===== config.mk =====
export PLATFORM = sky130hd
export DESIGN_NAME = mem_arbiter_flat
export DESIGN_NICKNAME = d
export VERILOG_FILES = /design/src/rtl/mem_pkg.sv /design/src/rtl/mem_arbiter_if.sv /design/src/rtl/rr_arbiter2.sv /design/src/rtl/mem_arbiter.sv /design/src/flat_wrapper.sv
export SDC_FILE = /design/constraint.sdc
export NUM_CORES = 1
export LEC_CHECK = 0
export CORE_AREA = 2 2 80 67
export DETAILED_ROUTE_END_ITERATION = 8
export DIE_AREA = 0 0 82 69
export GPL_TIMING_DRIVEN = 0
export HOLD_SLACK_MARGIN = 0.08
export PLACE_DENSITY = 0.83
export SLEW_MARGIN = 20
export SYNTH_ARGS = -nofsm -noshare
export SYNTH_HDL_FRONTEND = slang
export SYNTH_SLANG_ARGS = --single-unit

===== constraint.sdc =====
create_clock -name clk -period 2.2 [get_ports clk]
set_input_delay 0.44 -clock clk [delete_from_list [all_inputs] [get_ports clk]]
set_output_delay 0.44 -clock clk [all_outputs]
set_load 0.1 [all_outputs]

===== src/rtl/mem_pkg.sv =====
// Shared widths, port identifiers and request payload for the two-port memory arbiter.
package mem_pkg;

  localparam int unsigned ADDR_W    = 6;
  localparam int unsigned DATA_W    = 16;
  localparam int unsigned N_PORTS   = 2;
  localparam int unsigned MEM_DEPTH = 1 << ADDR_W;

  typedef logic [0:0] port_id_t;

  localparam port_id_t PORT0 = 1'b0;
  localparam port_id_t PORT1 = 1'b1;

  typedef struct packed {
    logic              we;
    logic [ADDR_W-1:0] addr;
    logic [DATA_W-1:0] wdata;
  } mem_op_t;

endpackage


===== src/rtl/mem_arbiter_if.sv =====
// Requester and memory-side signal bundle for mem_arbiter; master = requesters, slave = arbiter.
interface mem_arbiter_if;
  import mem_pkg::*;

  logic              req0, req1;
  logic              we0, we1;
  logic [ADDR_W-1:0] addr0, addr1;
  logic [DATA_W-1:0] wdata0, wdata1;
  logic              gnt0, gnt1;
  logic              rvalid0, rvalid1;
  logic [DATA_W-1:0] rdata0, rdata1;

  logic [ADDR_W-1:0] mem_addr;
  logic [DATA_W-1:0] mem_wdata;
  logic              mem_read, mem_write;
  logic [DATA_W-1:0] mem_rdata;

  modport master (
    output req0, req1, we0, we1, addr0, addr1, wdata0, wdata1,
    input  gnt0, gnt1, rvalid0, rvalid1, rdata0, rdata1
  );

  modport slave (
    input  req0, req1, we0, we1, addr0, addr1, wdata0, wdata1, mem_rdata,
    output gnt0, gnt1, rvalid0, rvalid1, rdata0, rdata1,
    output mem_addr, mem_wdata, mem_read, mem_write
  );

  modport mem (
    input  mem_addr, mem_wdata, mem_read, mem_write,
    output mem_rdata
  );

endinterface


===== src/rtl/rr_arbiter2.sv =====
// Two-requester grant logic: round-robin on last grant, or fixed priority to port 0.
module rr_arbiter2
  import mem_pkg::*;
(
  input  logic [1:0] req_i,
  input  port_id_t   last_gnt_i,
  input  logic       mode_i,
  output logic [1:0] gnt_o
);

  always_comb begin
    gnt_o = 2'b00;
    case (req_i)
      2'b01:   gnt_o = 2'b01;
      2'b10:   gnt_o = 2'b10;
      2'b11:   gnt_o = (mode_i || (last_gnt_i == PORT1)) ? 2'b01 : 2'b10;
      default: gnt_o = 2'b00;
    endcase
  end

endmodule


===== src/rtl/mem_arbiter.sv =====
// Two-port arbiter onto a shared data memory, with a read-return tracking pipe per port.
module mem_arbiter
  import mem_pkg::*;
#(
  parameter int unsigned PRIORITY_MODE = 0
) (
  input  logic          clk,
  input  logic          reset,
  mem_arbiter_if.slave  bus
);

  localparam logic FIXED_PRIO = 1'(PRIORITY_MODE != 0);

  logic [N_PORTS-1:0] req_c;
  logic [N_PORTS-1:0] gnt_c;
  logic               any_gnt_c;
  mem_op_t            op_c;
  logic               rd_c;

  port_id_t           last_gnt_q, last_gnt_d;
  logic               s1_vld_q, s1_vld_d;
  port_id_t           s1_port_q, s1_port_d;
  logic [N_PORTS-1:0] rvalid_q, rvalid_d;
  logic [DATA_W-1:0]  rdata_q [N_PORTS];
  logic [DATA_W-1:0]  rdata_d [N_PORTS];

  // Reset masks requests so no grant or memory strobe escapes during reset.
  assign req_c = {bus.req1, bus.req0} & {N_PORTS{~reset}};

  rr_arbiter2 u_arb (
    .req_i      (req_c),
    .last_gnt_i (last_gnt_q),
    .mode_i     (FIXED_PRIO),
    .gnt_o      (gnt_c)
  );

  assign any_gnt_c = |gnt_c;

  // Winner payload mux; zero when nothing is granted.
  always_comb begin
    op_c = '0;
    if (gnt_c[0]) begin
      op_c.we    = bus.we0;
      op_c.addr  = bus.addr0;
      op_c.wdata = bus.wdata0;
    end else if (gnt_c[1]) begin
      op_c.we    = bus.we1;
      op_c.addr  = bus.addr1;
      op_c.wdata = bus.wdata1;
    end
  end

  assign rd_c          = any_gnt_c & ~op_c.we;
  assign bus.gnt0      = gnt_c[0];
  assign bus.gnt1      = gnt_c[1];
  assign bus.mem_addr  = op_c.addr;
  assign bus.mem_wdata = op_c.wdata;
  assign bus.mem_read  = rd_c;
  assign bus.mem_write = any_gnt_c & op_c.we;

  always_comb begin
    last_gnt_d = last_gnt_q;
    s1_vld_d   = rd_c;
    s1_port_d  = gnt_c[1] ? PORT1 : PORT0;
    rvalid_d   = '0;
    rdata_d    = rdata_q;
    if (any_gnt_c) last_gnt_d = gnt_c[1] ? PORT1 : PORT0;
    // Memory data for the stage-1 read is valid this cycle; land it on its own port.
    if (s1_vld_q) begin
      rvalid_d[s1_port_q] = 1'b1;
      rdata_d[s1_port_q]  = bus.mem_rdata;
    end
  end

  always_ff @(posedge clk) begin
    if (reset) begin
      last_gnt_q <= PORT1;
      s1_vld_q   <= 1'b0;
      s1_port_q  <= PORT0;
      rvalid_q   <= '0;
      rdata_q    <= '{default: '0};
    end else begin
      last_gnt_q <= last_gnt_d;
      s1_vld_q   <= s1_vld_d;
      s1_port_q  <= s1_port_d;
      rvalid_q   <= rvalid_d;
      rdata_q    <= rdata_d;
    end
  end

  assign bus.rvalid0 = rvalid_q[0];
  assign bus.rvalid1 = rvalid_q[1];
  assign bus.rdata0  = rdata_q[0];
  assign bus.rdata1  = rdata_q[1];

endmodule


===== src/flat_wrapper.sv =====
// flat-port wrapper written by rule: the top's interface ports become plain ports
module mem_arbiter_flat import mem_pkg::*;
#(
  parameter int unsigned PRIORITY_MODE = 0
)
  (clk, reset, bus_req0, bus_req1, bus_we0, bus_we1, bus_addr0, bus_addr1, bus_wdata0, bus_wdata1, bus_mem_rdata, bus_gnt0, bus_gnt1, bus_rvalid0, bus_rvalid1, bus_rdata0, bus_rdata1, bus_mem_addr, bus_mem_wdata, bus_mem_read, bus_mem_write);
  mem_arbiter_if bus_i ();
  input  logic clk;
  input  logic reset;
  input wire logic [$bits(bus_i.req0)-1:0] bus_req0;
  input wire logic [$bits(bus_i.req1)-1:0] bus_req1;
  input wire logic [$bits(bus_i.we0)-1:0] bus_we0;
  input wire logic [$bits(bus_i.we1)-1:0] bus_we1;
  input wire logic [$bits(bus_i.addr0)-1:0] bus_addr0;
  input wire logic [$bits(bus_i.addr1)-1:0] bus_addr1;
  input wire logic [$bits(bus_i.wdata0)-1:0] bus_wdata0;
  input wire logic [$bits(bus_i.wdata1)-1:0] bus_wdata1;
  input wire logic [$bits(bus_i.mem_rdata)-1:0] bus_mem_rdata;
  output wire logic [$bits(bus_i.gnt0)-1:0] bus_gnt0;
  output wire logic [$bits(bus_i.gnt1)-1:0] bus_gnt1;
  output wire logic [$bits(bus_i.rvalid0)-1:0] bus_rvalid0;
  output wire logic [$bits(bus_i.rvalid1)-1:0] bus_rvalid1;
  output wire logic [$bits(bus_i.rdata0)-1:0] bus_rdata0;
  output wire logic [$bits(bus_i.rdata1)-1:0] bus_rdata1;
  output wire logic [$bits(bus_i.mem_addr)-1:0] bus_mem_addr;
  output wire logic [$bits(bus_i.mem_wdata)-1:0] bus_mem_wdata;
  output wire logic [$bits(bus_i.mem_read)-1:0] bus_mem_read;
  output wire logic [$bits(bus_i.mem_write)-1:0] bus_mem_write;
  assign bus_i.req0 = bus_req0;
  assign bus_i.req1 = bus_req1;
  assign bus_i.we0 = bus_we0;
  assign bus_i.we1 = bus_we1;
  assign bus_i.addr0 = bus_addr0;
  assign bus_i.addr1 = bus_addr1;
  assign bus_i.wdata0 = bus_wdata0;
  assign bus_i.wdata1 = bus_wdata1;
  assign bus_i.mem_rdata = bus_mem_rdata;
  assign bus_gnt0 = bus_i.gnt0;
  assign bus_gnt1 = bus_i.gnt1;
  assign bus_rvalid0 = bus_i.rvalid0;
  assign bus_rvalid1 = bus_i.rvalid1;
  assign bus_rdata0 = bus_i.rdata0;
  assign bus_rdata1 = bus_i.rdata1;
  assign bus_mem_addr = bus_i.mem_addr;
  assign bus_mem_wdata = bus_i.mem_wdata;
  assign bus_mem_read = bus_i.mem_read;
  assign bus_mem_write = bus_i.mem_write;
  mem_arbiter #(.PRIORITY_MODE(PRIORITY_MODE)) u_core (.clk(clk), .reset(reset), .bus(bus_i));
endmodule

== Word-level counts from Yosys, hierarchy flattened ==
Index checks and enable logic that the tools add are counted.

* Bits in registers: 37
* Bits of input ports: 66
* Output and inout bits: 60
* Word-level logic and storage cells: 34

* $lt $le $gt $ge: 4
* Equal/unequal tests: 3
* Mux-type cells: 10
* Bitwise gates (word level): 7
* Reduce and logical (&&, ||, !) cells: 4

{| class="wikitable"
|+ Operator list
! cell !! count
|-
| $mux W23 || 2
|-
| $bwmux W32 || 1
|-
| $demux W16 S1 || 1
|-
| $mux W16 || 1
|-
| $pmux W2 S3 || 1
|-
| $eq A2 B2 Y1 const B || 2
|-
| $reduce_or A2 Y1 || 2
|-
| $not A1 Y1 || 3
|-
| $and A1 B1 Y1 || 2
|-
| $and A2 B2 Y2 || 1
|-
| $eq A2 B1 Y1 const B || 1
|-
| $ge A2 B2 Y1 const B || 1
|-
| $logic_and A1 B1 Y1 || 2
|-
| $lt A1 B2 Y1 const B || 1
|-
| $lt A2 B1 Y1 const B || 1
|-
| $mux W1 || 2
|-
| $mux W2 || 1
|-
| $not A1 Y2 || 1
|-
| $demux W1 S1 || 1
|-
| $ge A1 B1 Y1 const B || 1
|}

== Depth between registers and ports, before layout ==
Gate-level depths: netlist of the first run.

* Word-level depth: 8
* Mapped depth: 5

== Cells and area by module ==
A second synthesis of the first run with hierarchy kept.

* Cell total of the unflattened synthesis: 177
* Area, all modules: 1828.0 µm²

{| class="wikitable"
|+ Modules (own cells, without submodules)
! module !! instances !! cells each !! area an instance (µm²)
|-
| mem_arbiter || 1 || 173 || 1805.5
|-
| rr_arbiter2 || 1 || 4 || 22.5
|}

== Worst setup path after synthesis of the first run ==
No wires, ideal clock.

* Kind: input-to-output
* From: in reset
* To: out bus_mem_read
* Arrival: 3.034 ns
* Required time: 1.760 ns
* Path slack: -1.274 ns
* Stages: 3
* Buffers on the path: 2
* Cells stage by stage: buf_2 > buf_2 > o31ai_1

* Cells in the longest elaborated chain, start to end: 8
* Elaborated cells on any way between the ends: 11

{| class="wikitable"
|+ Ends and longest elaborated chain
! element !! RTL line !! RTL
|-
| start, declared || flat_wrapper.sv:9 || <nowiki>input logic reset;</nowiki>
|-
| $not A1 Y1 (*) || mem_arbiter.sv:28 || <nowiki>assign req_c = {bus.req1, bus.req0} & {N_PORTS{~reset}};</nowiki>
|-
| $and A2 B2 Y2 (*) || mem_arbiter.sv:28 ||
|-
| $eq A2 B2 Y1 / $eq A2 B1 Y1 (equally long branches) || rr_arbiter2.sv:13 || <nowiki>case (req_i)</nowiki>
|-
| $pmux W2 S3 (*) || rr_arbiter2.sv:13 ||
|-
| $mux W23 || mem_arbiter.sv:46 || <nowiki>end else if (gnt_c[1]) begin</nowiki>
|-
| $mux W23 || mem_arbiter.sv:42 || <nowiki>if (gnt_c[0]) begin</nowiki>
|-
| $not A1 Y1 || mem_arbiter.sv:53 || <nowiki>assign rd_c = any_gnt_c & ~op_c.we;</nowiki>
|-
| $and A1 B1 Y1 (*) || mem_arbiter.sv:53 ||
|-
| end, declared || flat_wrapper.sv:27 || <nowiki>output wire logic [$bits(bus_i.mem_read)-1:0] bus_mem_read;</nowiki>
|}

Mark *: on every way between the ends. The rest lies on a longest branch, timed or not.

== Final worst setup path of the first run ==
* From: reg u_core.rvalid_q[1]
* To: out bus_rvalid1

{| class="wikitable"
|+ RTL lines
! element !! RTL line !! RTL
|-
| start, declared || mem_arbiter.sv:23 || <nowiki>logic [N_PORTS-1:0] rvalid_q, rvalid_d;</nowiki>
|-
| start signal, assigned || mem_arbiter.sv:86 || <nowiki>rvalid_q <= rvalid_d;</nowiki>
|-
| end, declared || flat_wrapper.sv:22 || <nowiki>output wire logic [$bits(bus_i.rvalid1)-1:0] bus_rvalid1;</nowiki>
|}

No word-level cell between the ends.

==> flow_summary.yaml, run 1 <==
outcome:
  status: "complete, no violations"
grt:
  gr-usage-met3_pct: 4.58
  grt.overflow.total: 0
  busiest_layer: "met2"
  grtUsageMet2_pct: 38.4
  pin_count_of_the_biggest_net_entering_global_routing: 12
  gr-usage-all-layers_pct: 22.3
  global_route_wire_length_before_repair_mm: 9.74
  grt_antenna_before_repair: 0
  first_global_vias: 1975
  met1_usage_pct: 27.6
sta:
  timing.final.hold_violations: 0
  slew_violations: 0
  hold_ws_ns: 0.439
  postLayoutSetupSlackWorst_ns: 0.0450
  period_minus_slack_ns: 2.15
  max-slew-margin-rel_pct: 33.9
  max_slew.worst_pin.slew_ns: 0.996
  maxClockFrequency_mhz: 464
  period_share_pct: 98.0
  finalClockSkew_ns: 0.00197
  grt_setup_unrepaired: "false"
  timing.final.setup_violations: 0
floorplan:
  fp.dieArea_um2: 5660
  placeableCoreArea_um2: 4830
  design.portCount: 126
  initial_core_util_pct: 35.6
  fp-row-count: 23
  dieHeight_um: 69
  chipWidth_um: 82
clock_tree:
  cts-hold-fix-buffers: 0
  clock_latency_ns: 0.29
  cts_inserted_buffers: 5
  path_clk_slew_ns: 0.07
  cts_root_buf: "clkbuf_8"
  htree_num_levels: 2
  cts_tree: "yes"
  cts.sink_count: 37
  cts_buffer_depth: 2
setup_path:
  worst_r2r_path_depth: 4
  cell_class_contributing_the_biggest_share_of_worst_path_delay: "buffers and inverters"
  cp-start-kind: "register"
  highest_cell_delay_on_the_worst_timing_path_ns: 1.12
  critical-path-slowest-cell: "clkdlybuf4s50_1"
  timing.critical_path.depth: 1
  criticalPathCategory: "reg -> out"
  critPathBufInv: 1
  worst_ep_required_time_ns: 1.76
  cp_max_fo: 1
  series_of_cell_instances_along_the_critical_path: "clkdlybuf4s50_1"
  cp_data_arrival_time_ns: 1.71
  critical_path_sink_type: "output pin"
finish:
  area_taken_by_multi_input_logic_gates_um2: 886
  syn_to_final_growth_pct: 89.9
  area.sequential_um2: 741
  antennaDiodeCount: 0
  drive_above_1_share_pct: 23.5
  layout.nets: 423
  num-fill-cells: 428
power:
  p_switching_mw: 0.768
  power.sequential.fraction_pct: 33.9
  p_int_mw: 1.31
  powerDensity_nw_per_um2: 636
  cellLeakagePower_nw: 1.46
  max-vdd-ir-drop_mv: 0.407
  share_comb_of_total_power_pct: 36.8
  netSwitchingFraction_pct: 36.9
  power_frac_clock_pct: 29.3
logic_synthesis:
  synthesis.instances: 220
  synth_seq_area_share_pct: 43.0
  synthesis.nets: 286
  post_synth_main_area_contributors: "dfxtp_1, nand2_1, a32oi_1"
  netlist.area_leader.share_pct: 43.0
  synth_cell_type_count: 18
  netlist_top_cells_count: "nand2_1, dfxtp_1, a21oi_1, nor2_1, a32oi_1"
  synth_most_common_cell: "nand2_1"
  async_flop_share_pct: 0
  synth_area_leader_cell: "dfxtp_1"
  synth_seq_cells: 37
  synth_edf_count: 0
  yosys_warnings: 0
  netlist_area_um2: 1720
  ys_dominant_reg_cell: "dfxtp_1"
  synth_area_per_cell_um2: 7.83
placed_design:
  buffer_ports.inserted: 123
  gpl.final_weighted_congestion: 0.749
  dp_slack_ns: -1.07
  post-dp-hpwl_mm: 4.72
detailed_routing:
  violation_count_after_the_first_detailed_route_iteration: 80
  route.vias.total: 2027
  drt-pass1-iter-count: 4
  route.detailed.vias_per_inst: 4.83
  detail-route-antenna-nets: 0
  route.detailed.drc: 0
  post_drt_wl_per_cell_um: 15.0
  routed_wl_mm: 6.30
job:
  cap_violations: 0
worst_hold_path:
  min-delay-path-class: "in -> reg"
  timing.hold.worst_path_depth: 2
[final cells by class]
class | instances | area share [%]
tap | 62 | 2.37
clock buffer | 7 | 2.64
sequential | 37 | 22.7
multi-input combinational | 161 | 27.1
buffer | 22 | 5.24
timing repair buffer | 130 | 39.1
clock inverter | 1 | 0.918
[layout by cell type (no fill, tap or decap), drive strengths merged]
cell type and count:
nand2b 3, dlygate4sd2 27, clkdlybuf4s50 63, nand2 68
clkbuf 12, nor2 25, a21boi 1, nor3b 1
and3b 1, nor2b 3, dlymetal6s2s 7, a32oi 23
and2 1, o31ai 2, a21oi 32, buf 50
o21ai 1, bufinv 1, dfxtp 37
[flip-flops by register name, indices dropped and copies added, names as in the netlist]
| register | count |
|---|---|
| u_core.bus.rdata0 | 16 |
| u_core.bus.rdata1 | 16 |
| u_core.last_gnt_q | 1 |
| u_core.rvalid_q | 2 |
| u_core.s1_port_q | 1 |
| u_core.s1_vld_q | 1 |
[path summary, 6_finish.rpt]
check                        startpoint                     to  slack (ns)
setup / recovery     u_core.rvalid_q[1]            bus_rvalid1        0.05
setup reg to reg       u_core.s1_port_q  u_core.bus.rdata1[11]        1.04
hold / removal                    reset       u_core.s1_port_q        0.44
hold reg to reg   u_core.bus.rdata0[12]  u_core.bus.rdata0[12]        0.45
[layer usage]
| metal | vias to the layer above | wire, um |
|---|---|---|
| li1 | 1027 | - |
| met1 | 942 | 2680 |
| met2 | 51 | 3300 |
| met3 | 7 | 250 |
| met4 | 0 | 70 |
| met5 | - | 0 |
[stage by stage]
step	instances	instance area (um2)	util [%]	setup TNS, ns	total power, mW
final	420	3270	67.6	0	2.08
after global routing	420	3270	67.6	0	2.16
after CTS	417	3230	66.8	0	2.08
after detailed placement	405	3110	64.3	-25.53	1.47
after global placement	405	3110	64.3	-24.85	1.46
after floorplan	220	1800	-	-0.688	1.23
[what timing repair did]
item | 4_1_cts | 5_1_grt
gates cloned | 1 | 0
pin swaps | 1 | 0
hold endpoints to repair | 0 | 0
setup buffers | 3 | 3
endpoints found under the setup margin | 52 | 9
gates resized for setup | 203 | 7
[cell families (layout without fill, tap and decap cells)]
kind of cell	after synthesis	count (layout)	share of synthesized area, %
AO/OA/AOI/OAI	59	59	23.3
AND/OR/NAND/NOR	102	102	23.8
buffers and inverters	22	160	9.96
flip-flops	37	37	43.0
[power by group through the flow]
stage / Combinational [mW] / Sequential, mW / Clock, mW
floorplan: 0.371 / 0.855 / 0
global placement: 0.742 / 0.720 / 0
detailed placement: 0.751 / 0.721 / 0
CTS: 0.760 / 0.705 / 0.617
global route: 0.796 / 0.708 / 0.651
finish: 0.765 / 0.705 / 0.610
Note: power is estimated with default switching activity, not from simulation.
==> run 2, diff against run 1 <==
--- a/config.mk
+++ b/config.mk
@@ -11,6 +11,7 @@
 export GPL_TIMING_DRIVEN = 0
 export HOLD_SLACK_MARGIN = 0.08
 export PLACE_DENSITY = 0.83
+export SKIP_LAST_GASP = 1
 export SLEW_MARGIN = 20
 export SYNTH_ARGS = -nofsm -noshare
 export SYNTH_HDL_FRONTEND = slang
==> results of run 2 <==
Final layout, timing and power as in run 1 (identical DEF).
==> RTL change (settings of run 1) <==
`ADDR_W`: 6 -> 4.
--- a/src/rtl/mem_pkg.sv
+++ b/src/rtl/mem_pkg.sv
@@ -2,5 +2,5 @@
 package mem_pkg;
 
-  localparam int unsigned ADDR_W    = 6;
+  localparam int unsigned ADDR_W    = 4;
   localparam int unsigned DATA_W    = 16;
   localparam int unsigned N_PORTS   = 2;
Interface: changed (resized bus_addr0, bus_addr1 and bus_mem_addr); port bits go from 126 to 120. No check against the original RTL was run, so the function may have changed too.
==> RTL change against run 1 <==
- critical path depth is 4 higher
- sequential power barely moved
- clock skew grew 0.0033 ns
- final cell count fell by 3.6%
- worst setup slack gained 0.025 ns
- cell area is 2.7% lower
- utilization fell by 1.8 points
- wire length decreased by 6.3%
- area after synthesis is 2.3% lower
- total power shrank 8.2%
- sequential cell count is the same
- clock power shrank 25%
- via count fell by 4.0%
- largest power group unchanged
==> RTL change: results (changes against run 1) <==
| Metric | Value |
|---|---|
| Worst skew pair latency | 0.29 ns (about the same) |
| Vias in the first global route | 1939 (was 1975) |
| Crit path largest cell delay | 0.42 ns (was 1.12 ns) |
| Dpl cells | 395 (was 405) |
| Crit. Startpoint | u_core.last_gnt_q (was u_core.rvalid_q[1]) |
| Crit path max-delay cell type | buf_2 (was clkdlybuf4s50_1) |
| IO buf count | 117 (was 123) |
| First DRT Iteration DRCs | 35 (was 80) |
| Wirelength, routed | 5.904 mm (was 6.299 mm) |
| Row count | 23 (unchanged) |
| Global-route wire length before repair | 9.356 mm (was 9.742 mm) |
| Fin Clk Skew | 0.005231 ns (was 0.001967 ns) |
| Post-synthesis sequential area ratio | 0.4405 (was 0.4302) |
| Placer congestion estimate | 0.7948 (was 0.7494) |
| Layout cells sized above 1 | 0.2128 (was 0.2346) |
| Detail Placement HPWL | 4.585 mm (was 4.724 mm) |
| Outcome | completed (unchanged) |
| Fin cells | 405 (was 420) |
| Worst Tran Pin Value | 0.9988 ns (was 0.9957 ns) |
| Worst Path Max Fanout | 10 (was 1) |
| Post-Syn Nets | 277 (was 286) |
| DR vias/cell | 4.802 (was 4.826) |
| Initial antenna violation count | 0 (unchanged) |
| Synthesized instance count | 215 (was 220) |
| Critical R2R Launch | u_core.s1_vld_q (was u_core.s1_port_q) |
| Placed inst area | 0.003060 mm^2 (was 0.003107 mm^2) |
| Post-placement setup slack | -1.044 ns (was -1.072 ns) |
| Gr usage total | 0.2093 (was 0.2233) |
| Top post-synthesis cells by area | dfxtp_1 44%, nand2_1 15%, a32oi_1 11% (was dfxtp_1 43%, nand2_1 15%, a32oi_1 12%) |
| VDD IR max | 0.4272 mV (was 0.4075 mV) |
| Leak pwr | 1.442 nW (was 1.459 nW) |
| Worst Path Arrival | 1.69 ns (was 1.71 ns) |
[RTL change: final cells by class]
type / count / area, um^2 / area share
timing repair buffer: 120 / 1220 / 0.3836
multi-input combinational: 156 / 905.9 / 0.2848
sequential: 37 / 740.7 / 0.2329
buffer: 22 / 153.9 / 0.04839
tap: 62 / 77.57 / 0.02439
clock buffer: 6 / 72.57 / 0.02282
clock inverter: 2 / 10.01 / 0.003147
[RTL change: metrics by stage]
stage          power [mW]  utilization
2_1_floorplan       1.221            -
3_3_place_gp        1.450       0.6307
3_5_place_dp        1.459       0.6330
4_1_cts             1.913       0.6527
5_1_grt             1.969       0.6579
6_report            1.909       0.6579
[RTL change: worst reg2reg max path: stages, from the launching register on]
cell	delay [ns]
dfxtp_1	0.33
nand2_1	0.22
buf_2	0.29
nand2_1	0.08
a21oi_1	0.14
[RTL change: logic make-up after synthesis]
kind of cell    after synthesis  synth area share
compound gates               56            0.2247
flops                        37            0.4405
simple gates                100            0.2433
buf+inv                      22           0.09151
[RTL change: worst paths after layout]
| check | endpoint | slack (ns) | cells past startpoint |
|---|---|---|---|
| hold reg to reg | u_core.bus.rdata1[3] | 0.45 | 2 |
| setup reg to reg | u_core.bus.rdata1[11] | 1.08 | 4 |
| hold / removal | u_core.bus.rdata1[3] | 0.45 | 2 |
| setup / recovery | bus_gnt0 | 0.07 | 5 |
[RTL change: power by group]
| group | switching (mW) | total, mW | internal (mW) |
|---|---|---|---|
| Sequential | 0.0121 | 0.705 | 0.692 |
| Clock | 0.238 | 0.458 | 0.219 |
| Combinational | 0.505 | 0.747 | 0.241 |
[RTL change: what timing repair did]
action,in CTS,in global routing
pin swaps,1,0
setup buffers,1,0
gates resized for setup,193,10
endpoints found under the setup margin,49,10
cloned,1,0
[RTL change: per-layer routing]
layer	vias to the layer above	GRT usage	wire length, um	part of all wire
li1	983	-	-	-
met1	891	0.2847	2665	0.45
met2	53	0.3252	2856	0.48
met3	18	0.03403	217	0.037
met4	0	0.08704	164	0.028
met5	-	0	0	0
